### config.mk
export PLATFORM = sky130hd
export DESIGN_NAME = gray_ptr_sync
export DESIGN_NICKNAME = d
export VERILOG_FILES = /design/src/rtl/gray_ptr_sync_pkg.sv /design/src/rtl/gray_ptr_sync_gray_to_bin.sv /design/src/rtl/gray_ptr_sync.sv
export SDC_FILE = /design/constraint.sdc
export NUM_CORES = 1
export LEC_CHECK = 0
export CAP_MARGIN = 20
export CORE_ASPECT_RATIO = 1.1
export CORE_MARGIN = 10
export CORE_UTILIZATION = 45
export DETAILED_ROUTE_END_ITERATION = 6
export DONT_BUFFER_PORTS = 1
export SYNTH_ARGS = -nofsm -noshare
export SYNTH_HDL_FRONTEND = slang
export SYNTH_SLANG_ARGS = --single-unit
### constraint.sdc
create_clock -name clk -period 1.5 [get_ports clk]
set_input_delay 0.3 -clock clk [delete_from_list [all_inputs] [get_ports clk]]
set_output_delay 0.3 -clock clk [all_outputs]
set_load 0.01 [all_outputs]
### src/rtl/gray_ptr_sync_pkg.sv
// Shared constants and helpers for the Gray pointer synchroniser.
// Classifies a Gray change by its Hamming distance.
package gray_ptr_sync_pkg;

  localparam int PTR_W           = 4;
  localparam int SYNC_STAGES_DEF = 2;

  typedef enum logic [1:0] {
    CHG_NONE = 2'd0,
    CHG_STEP = 2'd1,
    CHG_JUMP = 2'd2
  } chg_e;

  // A legal Gray update flips exactly one bit; two or more is a jump.
  function automatic chg_e classify_change(input logic [PTR_W-1:0] cur,
                                           input logic [PTR_W-1:0] prev);
    logic [PTR_W-1:0] diff;
    diff = cur ^ prev;
    if (diff == '0) return CHG_NONE;
    if ((diff & (diff - 1'b1)) == '0) return CHG_STEP;
    return CHG_JUMP;
  endfunction

endpackage

### src/rtl/gray_ptr_sync_gray_to_bin.sv
// Combinational Gray-to-binary conversion: MSB copies through, each
// lower bit is the running XOR of the Gray bits above and including it.
module gray_to_bin
  import gray_ptr_sync_pkg::*;
(
  input  logic [PTR_W-1:0] gray,
  output logic [PTR_W-1:0] bin
);

  always_comb begin
    bin = '0;
    bin[PTR_W-1] = gray[PTR_W-1];
    for (int i = PTR_W - 2; i >= 0; i--) begin
      bin[i] = bin[i+1] ^ gray[i];
    end
  end

endmodule

### src/rtl/gray_ptr_sync.sv
// Synchronises a foreign-domain Gray pointer, converts it to binary and
// flags legal single steps (with direction) versus illegal multi-bit jumps.
module gray_ptr_sync
  import gray_ptr_sync_pkg::*;
#(
  parameter int SYNC_STAGES = SYNC_STAGES_DEF  // legal range 2..3
) (
  input  logic             clk,
  input  logic             rst_n,
  input  logic [PTR_W-1:0] gray_in,
  input  logic             err_clr,
  output logic [PTR_W-1:0] gray_sync,
  output logic [PTR_W-1:0] bin_out,
  output logic             step_valid,
  output logic             dir,
  output logic             step_err,
  output logic             err_sticky
);

  logic [PTR_W-1:0] sync_q [SYNC_STAGES];
  logic [PTR_W-1:0] prev_gray;
  logic [PTR_W-1:0] bin_next;
  logic             primed;
  logic             dir_up;
  chg_e             chg;

  // Plain flop chain; only stage 0 sees the asynchronous input.
  always_ff @(posedge clk or negedge rst_n) begin
    if (!rst_n) begin
      for (int i = 0; i < SYNC_STAGES; i++) sync_q[i] <= '0;
    end else begin
      sync_q[0] <= gray_in;
      for (int i = 1; i < SYNC_STAGES; i++) sync_q[i] <= sync_q[i-1];
    end
  end

  assign gray_sync = sync_q[SYNC_STAGES-1];

  gray_to_bin u_gray_to_bin (
    .gray (gray_sync),
    .bin  (bin_next)
  );

  always_comb begin
    chg    = classify_change(gray_sync, prev_gray);
    dir_up = (bin_next == bin_out + PTR_W'(1));
  end

  // Every change reloads the pointer; pulses only fire once primed, so the
  // first value seen after reset is adopted silently.
  always_ff @(posedge clk or negedge rst_n) begin
    if (!rst_n) begin
      prev_gray  <= '0;
      bin_out    <= '0;
      primed     <= 1'b0;
      dir        <= 1'b0;
      step_valid <= 1'b0;
      step_err   <= 1'b0;
      err_sticky <= 1'b0;
    end else begin
      step_valid <= 1'b0;
      step_err   <= 1'b0;
      if (chg != CHG_NONE) begin
        prev_gray <= gray_sync;
        bin_out   <= bin_next;
        primed    <= 1'b1;
        if (primed && chg == CHG_STEP) begin
          step_valid <= 1'b1;
          dir        <= dir_up;
        end
        if (primed && chg == CHG_JUMP) step_err <= 1'b1;
      end
      // Set has priority over a simultaneous clear.
      if (primed && chg == CHG_JUMP) err_sticky <= 1'b1;
      else if (err_clr)              err_sticky <= 1'b0;
    end
  end

endmodule

---- Word-level counts from Yosys, hierarchy flattened ----
Index checks and enable logic that the tools add are counted.
W data, S select, Z words.
storage, ports and cells
  register bits after elaboration ......... 21
  input port bits ......................... 7
  output and inout port bits .............. 12
  logic and storage cells ................. 39
cells by class
  add/subtract/negate cells ............... 2
  eq/ne operators ......................... 3
  mux-type cells .......................... 13
  bitwise logic cells ..................... 5
  reduce and logical (&&, ||, !) cells .... 7
operator list
  operator               count
  $mux W1                9
  $logic_not A4 Y1       2
  $mux W2                4
  $add A4 B1 Y4 const B  1
  $and A4 B4 Y4          1
  $eq A4 B4 Y1           1
  $reduce_bool A2 Y1     2
  $sub A4 B1 Y4 const B  1
  $xor A4 B4 Y4          1
  $xor A1 B1 Y1          3
  $eq A2 B1 Y1 const B   1
  $eq A2 B2 Y1 const B   1
  $logic_and A1 B1 Y1    2
  $reduce_and A2 Y1      1

---- Longest topological paths before layout ----
  depth after elaboration ................. 12
  mapped depth ............................ 6
  depth with buffers taken out ............ 6

---- Cells and area by module ----
From an unflattened synthesis, not the netlist that was laid out.
unflattened totals
  cells, all modules ...................... 66
  area total of the unflattened synthesis .. 897.1 um^2
by module, submodules not included
  module         instances  cells an instance  area an instance (um^2)  seq. area each (um^2)
  gray_ptr_sync  1          61                 847.1                    525.5
  gray_to_bin    1          5                  50.0                     0.0

---- Least setup slack after synthesis ----
No wires, ideal clock.
  path type ............................... flip-flop to flip-flop
  start point ............................. register sync_q (netlist bit gray_sync[2])
  end point ............................... register bin_out[2]
  setup time .............................. 0.128 ns
  data arrival time ....................... 1.387 ns
  data required time ...................... 1.372 ns
  setup slack ............................. -0.015 ns
  cell stages (with the launch flop) ...... 5
  buffers on the path ..................... 0
  clock period less this slack ............ 1.515 ns
  path through ............................ dfrtp_1 xnor2_2 nand2_1 nor3_2 mux2_1
between the ends
  cells in the longest elaborated chain, start to end .. 9
  elaborated cells between the ends (all ways) .. 13
  those cells by class .................... add/sub: 1; mux: 6; bitwise: 3; reduce/logical: 3
ends and longest elaborated chain
  element                line                     RTL
  from (decl)            gray_ptr_sync.sv:20      logic [PTR_W-1:0] sync_q [SYNC_STAGES];
  $xor A4 B4 Y4          gray_ptr_sync_pkg.sv:18  diff = cur ^ prev;
  $sub A4 B1 Y4          gray_ptr_sync_pkg.sv:20  if ((diff & (diff - 1'b1)) == '0) return CHG_STEP;
  $and A4 B4 Y4          gray_ptr_sync_pkg.sv:20
  $logic_not A4 Y1       gray_ptr_sync_pkg.sv:20
  $mux W1 (2 in series)  gray_ptr_sync_pkg.sv:20
  $mux W2                gray_ptr_sync_pkg.sv:21  return CHG_JUMP;
  $mux W2                gray_ptr_sync_pkg.sv:20
  $reduce_bool A2 Y1     gray_ptr_sync.sv:63      if (chg != CHG_NONE) begin
  to (signal assigned)   gray_ptr_sync.sv:65      bin_out <= bin_next;
  to (decl)              gray_ptr_sync.sv:13      output logic [PTR_W-1:0] bin_out,
Parallel ways exist; a longest one is shown, timed or not. The select of a mux whose other input is x is not followed.
A chain may end at the register's enable or synchronous reset.

---- Worst setup path in the final report ----
  start point ............................. register sync_q (netlist bit gray_sync[2])
  end point ............................... register dir
between the ends
  cells in the longest elaborated chain, start to end .. 11
  elaborated cells between the ends (all ways) .. 19
  those cells by class .................... add/sub: 1; eq/ne: 2; mux: 6; bitwise: 5; reduce/logical: 5
ends and longest elaborated chain
  element                             line                     RTL
  $xor A4 B4 Y4                       gray_ptr_sync_pkg.sv:18
  $sub A4 B1 Y4                       gray_ptr_sync_pkg.sv:20
  $and A4 B4 Y4                       gray_ptr_sync_pkg.sv:20
  $logic_not A4 Y1                    gray_ptr_sync_pkg.sv:20
  $mux W1 (2 in series)               gray_ptr_sync_pkg.sv:20
  $mux W2                             gray_ptr_sync_pkg.sv:21
  $mux W2                             gray_ptr_sync_pkg.sv:20
  $eq A2 B1 Y1                        gray_ptr_sync.sv:67      if (primed && chg == CHG_STEP) begin
  $logic_and A1 B1 Y1                 gray_ptr_sync.sv:67
  $reduce_and A2 Y1 (no source line)  -
  to (signal assigned)                gray_ptr_sync.sv:69      dir <= dir_up;
  to (decl)                           gray_ptr_sync.sv:15      output logic dir,
Parallel ways exist; a longest one is shown, timed or not. The select of a mux whose other input is x is not followed.

==> run_results.csv <==
group,metric,value,unit
run,drv_cap,0,
yosys,synth_nets,86,
setup_path,cp.arrival,1.73,ns
placed_design,io_buffers,0,
timing,slew_headroom,41.45,%
cts,path_clk_slew,0.12,ns
power,peakVddDrop,0.7734,mV
timing,fin_crit_sh,99.85,%
power,p_sw_share,29.32,%
setup_path,critical_path.startpoint,"gray_sync[2]",
global_routing,grt_pass1_wl,2932,um
global_routing,grt_pass1_vias,649,
cts,clockRootBuffer,"clkbuf_4",
yosys,synth-seq-cells,20,
placed_design,dp_hpwl,1193,um
global_routing,grtUsageMet3,4.298,%
finish,drive_gt1_share,38.20,%
power,power_frac_comb,27.4,%
global_routing,use_met1,8.712,%
yosys,yosysWarnings,0,
power,clockPowerShare,29.2,%
timing,worst_pin_slew,0.8754,ns
yosys,syn_area_per_cell,11.95,um2
setup_path,start_kind,"flop",
drt,via_count,599,
drt,final_antenna_net_count,0,
setup_path,crit_type,"flop to flop",
setup_path,worstPathRequired,1.73,ns
cts,clock_sinks,20,
placed_design,routabilityCongestion,0.7027,
cts,clk_latency,0.30,ns
timing,finalClockSkew,0.008166,ns
floorplan,io_pins,19,
drt,dr.pass1.iters,4,
power,p_switching,442.7,uW
drt,via_per_inst,5.120,
finish,fin_cells,117,
timing,finalHoldViolations,0,
min_path,min_from,"err_clr",
drt,drt-total-wl,1788,um
timing,fin_crit,1.498,ns
finish,layout.nets,98,
finish,n_fill_cell,166,
finish,fin_util,61.08,%
drt,drt_first_iter_violations,15,
floorplan,dieArea,4294,um2
floorplan,rows,17,
power,power,1.510,mW
global_routing,overflow,0,
global_routing,busiest_layer,"met2",
finish,syn2layout_area_growth,31.01,%
setup_path,timing.rr.start,"gray_sync[2]",
drt,drc,0,
cts,cts_tree,"built",
yosys,synth_cell_type_count,33,
power,pwr_density_cell,1236,nW/um2
floorplan,die_h,67.74,um
drt,wl_per_cell,15.28,um
timing,setup_viol,0,
floorplan,initial_core_util,46.62,%
power,leakage,0.5056,nW
placed_design,dp_cells,108,
floorplan,die_x,63.40,um
power,p_seq_share,43.4,%
global_routing,antenna_found_initial,0,
setup_path,cp_max_fo,7,
power,internal_power,1.067,mW
yosys,syn_inst,78,
cts,post_cts_buffers,0,
global_routing,use_met2,14.07,%
global_routing,grt.total_usage,8.691,%
timing,drv_slew,0,
timing,grt_setup_unrepaired,"true",
timing,whs,0.1556,ns
min_path,hp-class,"input pin to flop",
status,status,"completed",
cts,cts_buffers,3,
timing,clock.fmax,0.6677,GHz
cts,cts_max_path_buffers,2,
global_routing,grt_max_degree,21,
floorplan,core_area,1999,um2
cts,cts-htree-levels,1,
finish,insertedDiodeCount,0,
yosys,syn_area,932.1,um2
setup_path,crit_path_end_kind,"flop",
yosys,ys_seq_area_share,53.69,%
-- power groups by stage --
| stage | logic (mW) | registers [mW] | clock network (mW) |
|---|---|---|---|
| 4_1_cts | 0.347 | 0.645 | 0.456 |
| 2_1_floorplan | 0.216 | 0.659 | 0 |
| 6_report | 0.414 | 0.655 | 0.441 |
| 5_1_grt | 0.449 | 0.665 | 0.478 |
| 3_3_place_gp | 0.292 | 0.650 | 0 |
| 3_5_place_dp | 0.301 | 0.652 | 0 |
-- through the flow --
| step | cell area (um2) | TNS [ns] | setup slack (ns) |
|---|---|---|---|
| floorplan | 938.4 | 0 | 0.01986 |
| global route | 1221 | -0.3021 | -0.1101 |
| finish | 1221 | 0 | 0.002231 |
| detailed placement | 1005 | -0.08062 | -0.08062 |
| CTS | 1134 | 0 | 0.008825 |
| global placement | 1005 | -0.04570 | -0.04570 |
-- cell usage in the layout, fill, tap and decap left out, types with 2 or more instances in the layout --
cell,instances
buf_4,13
mux2i_1,2
o21ai_0,2
dfrtp_1,18
dlygate4sd3_1,5
xor2_1,2
xor2_4,3
dfrtp_2,2
nor2_1,2
clkbuf_4,3
xnor2_2,4
o21ai_1,2
nand4_1,2
and3_1,2
nand2_1,4
xnor2_1,2
nand3_1,2
inv_1,2
-- final timing paths --
kind	endpoint	slack (ns)	cells past startpoint
setup / recovery	dir	0.002	5
hold / removal	err_sticky	0.16	2
setup reg to reg	dir	0.002	5
hold reg to reg	gray_sync[2]	0.36	0
max in group asynchronous	gray_sync[2]	0.37	1
min in group asynchronous	err_sticky	0.54	1
-- logic make-up (layout without fill, tap and decap cells) --
logic type	after synthesis	in the layout	synth area share (%)
fa+ha+maj	1	1	1.342
flops	20	20	53.69
compound gates	13	13	9.531
mux	3	3	3.356
simple gates	16	16	9.665
buf+inv	13	24	7.919
xor+xnor	12	12	14.50
-- cells in the mapped netlist (all sizes together) --
| library cell | number | area, um2 |
|---|---|---|
| dfrtp | 20 | 500.5 |
| xnor2 | 7 | 76.32 |
| buf | 6 | 42.54 |
| xor2 | 5 | 58.81 |
| clkbuf | 4 | 15.01 |
| nand2 | 4 | 15.01 |
| o21ai | 4 | 20.01 |
| and3 | 2 | 12.51 |
| inv | 2 | 7.510 |
| mux2i | 2 | 20.02 |
| nand3 | 2 | 10.01 |
| nand4 | 2 | 12.51 |
| nor2 | 2 | 7.510 |
| a21o | 1 | 7.510 |
| a21oi | 1 | 5.000 |
| a31oi | 1 | 6.260 |
| a41oi | 1 | 8.760 |
| dlygate4sd1 | 1 | 8.760 |
| ha | 1 | 12.51 |
| mux2 | 1 | 11.26 |
| nand2b | 1 | 6.260 |
| nand4b | 1 | 8.760 |
| nor3 | 1 | 10.01 |
| nor3b | 1 | 7.510 |
| o211ai | 1 | 7.510 |
| o21a | 1 | 7.510 |
| o221a | 1 | 11.26 |
| o22ai | 1 | 6.260 |
| o41ai | 1 | 8.760 |
-- layout make-up --
cell class | instances | area (um2) | share of cell area (%)
inverters | 2 | 7.507 | 0.6148
multi-input cells | 45 | 475.5 | 38.93
clock buffers | 3 | 22.52 | 1.844
flip-flops and latches | 20 | 503.0 | 41.19
repair buffers | 18 | 147.6 | 12.09
well taps | 28 | 35.03 | 2.869
clock inverters | 1 | 30.03 | 2.459
-- flip-flops by register name (all words and copies together), names as in the netlist --
signal	flops
bin_out	4
gray_sync	4
sync_q	4
prev_gray	3
dir	1
err_sticky	1
primed	1
step_err	1
step_valid	1
-- repair_timing --
| action | CTS | global route |
|---|---|---|
| gates resized for setup | 6 | 11 |
| endpoints found under the setup margin | 1 | 5 |
| hold endpoints to repair | 23 | 1 |
| pin swaps | 2 | 4 |
| hold buffers | 4 | 1 |
-- worst max-delay path, cell delays in order, from the launching register on --
cell and delay [ns]:
dfrtp_2 0.52, xor2_4 0.32, nand4b_1 0.17, a21oi_2 0.16
o211ai_1 0.11, mux2i_1 0.14
-- metal layers --
metal	wire [um]	vias up	part of all wire (%)
li1	-	280	-
met1	782	295	44
met2	855	18	48
met3	113	6	6.3
met4	37	0	2.1
met5	0	-	0
(Power assumes the default switching activity.)
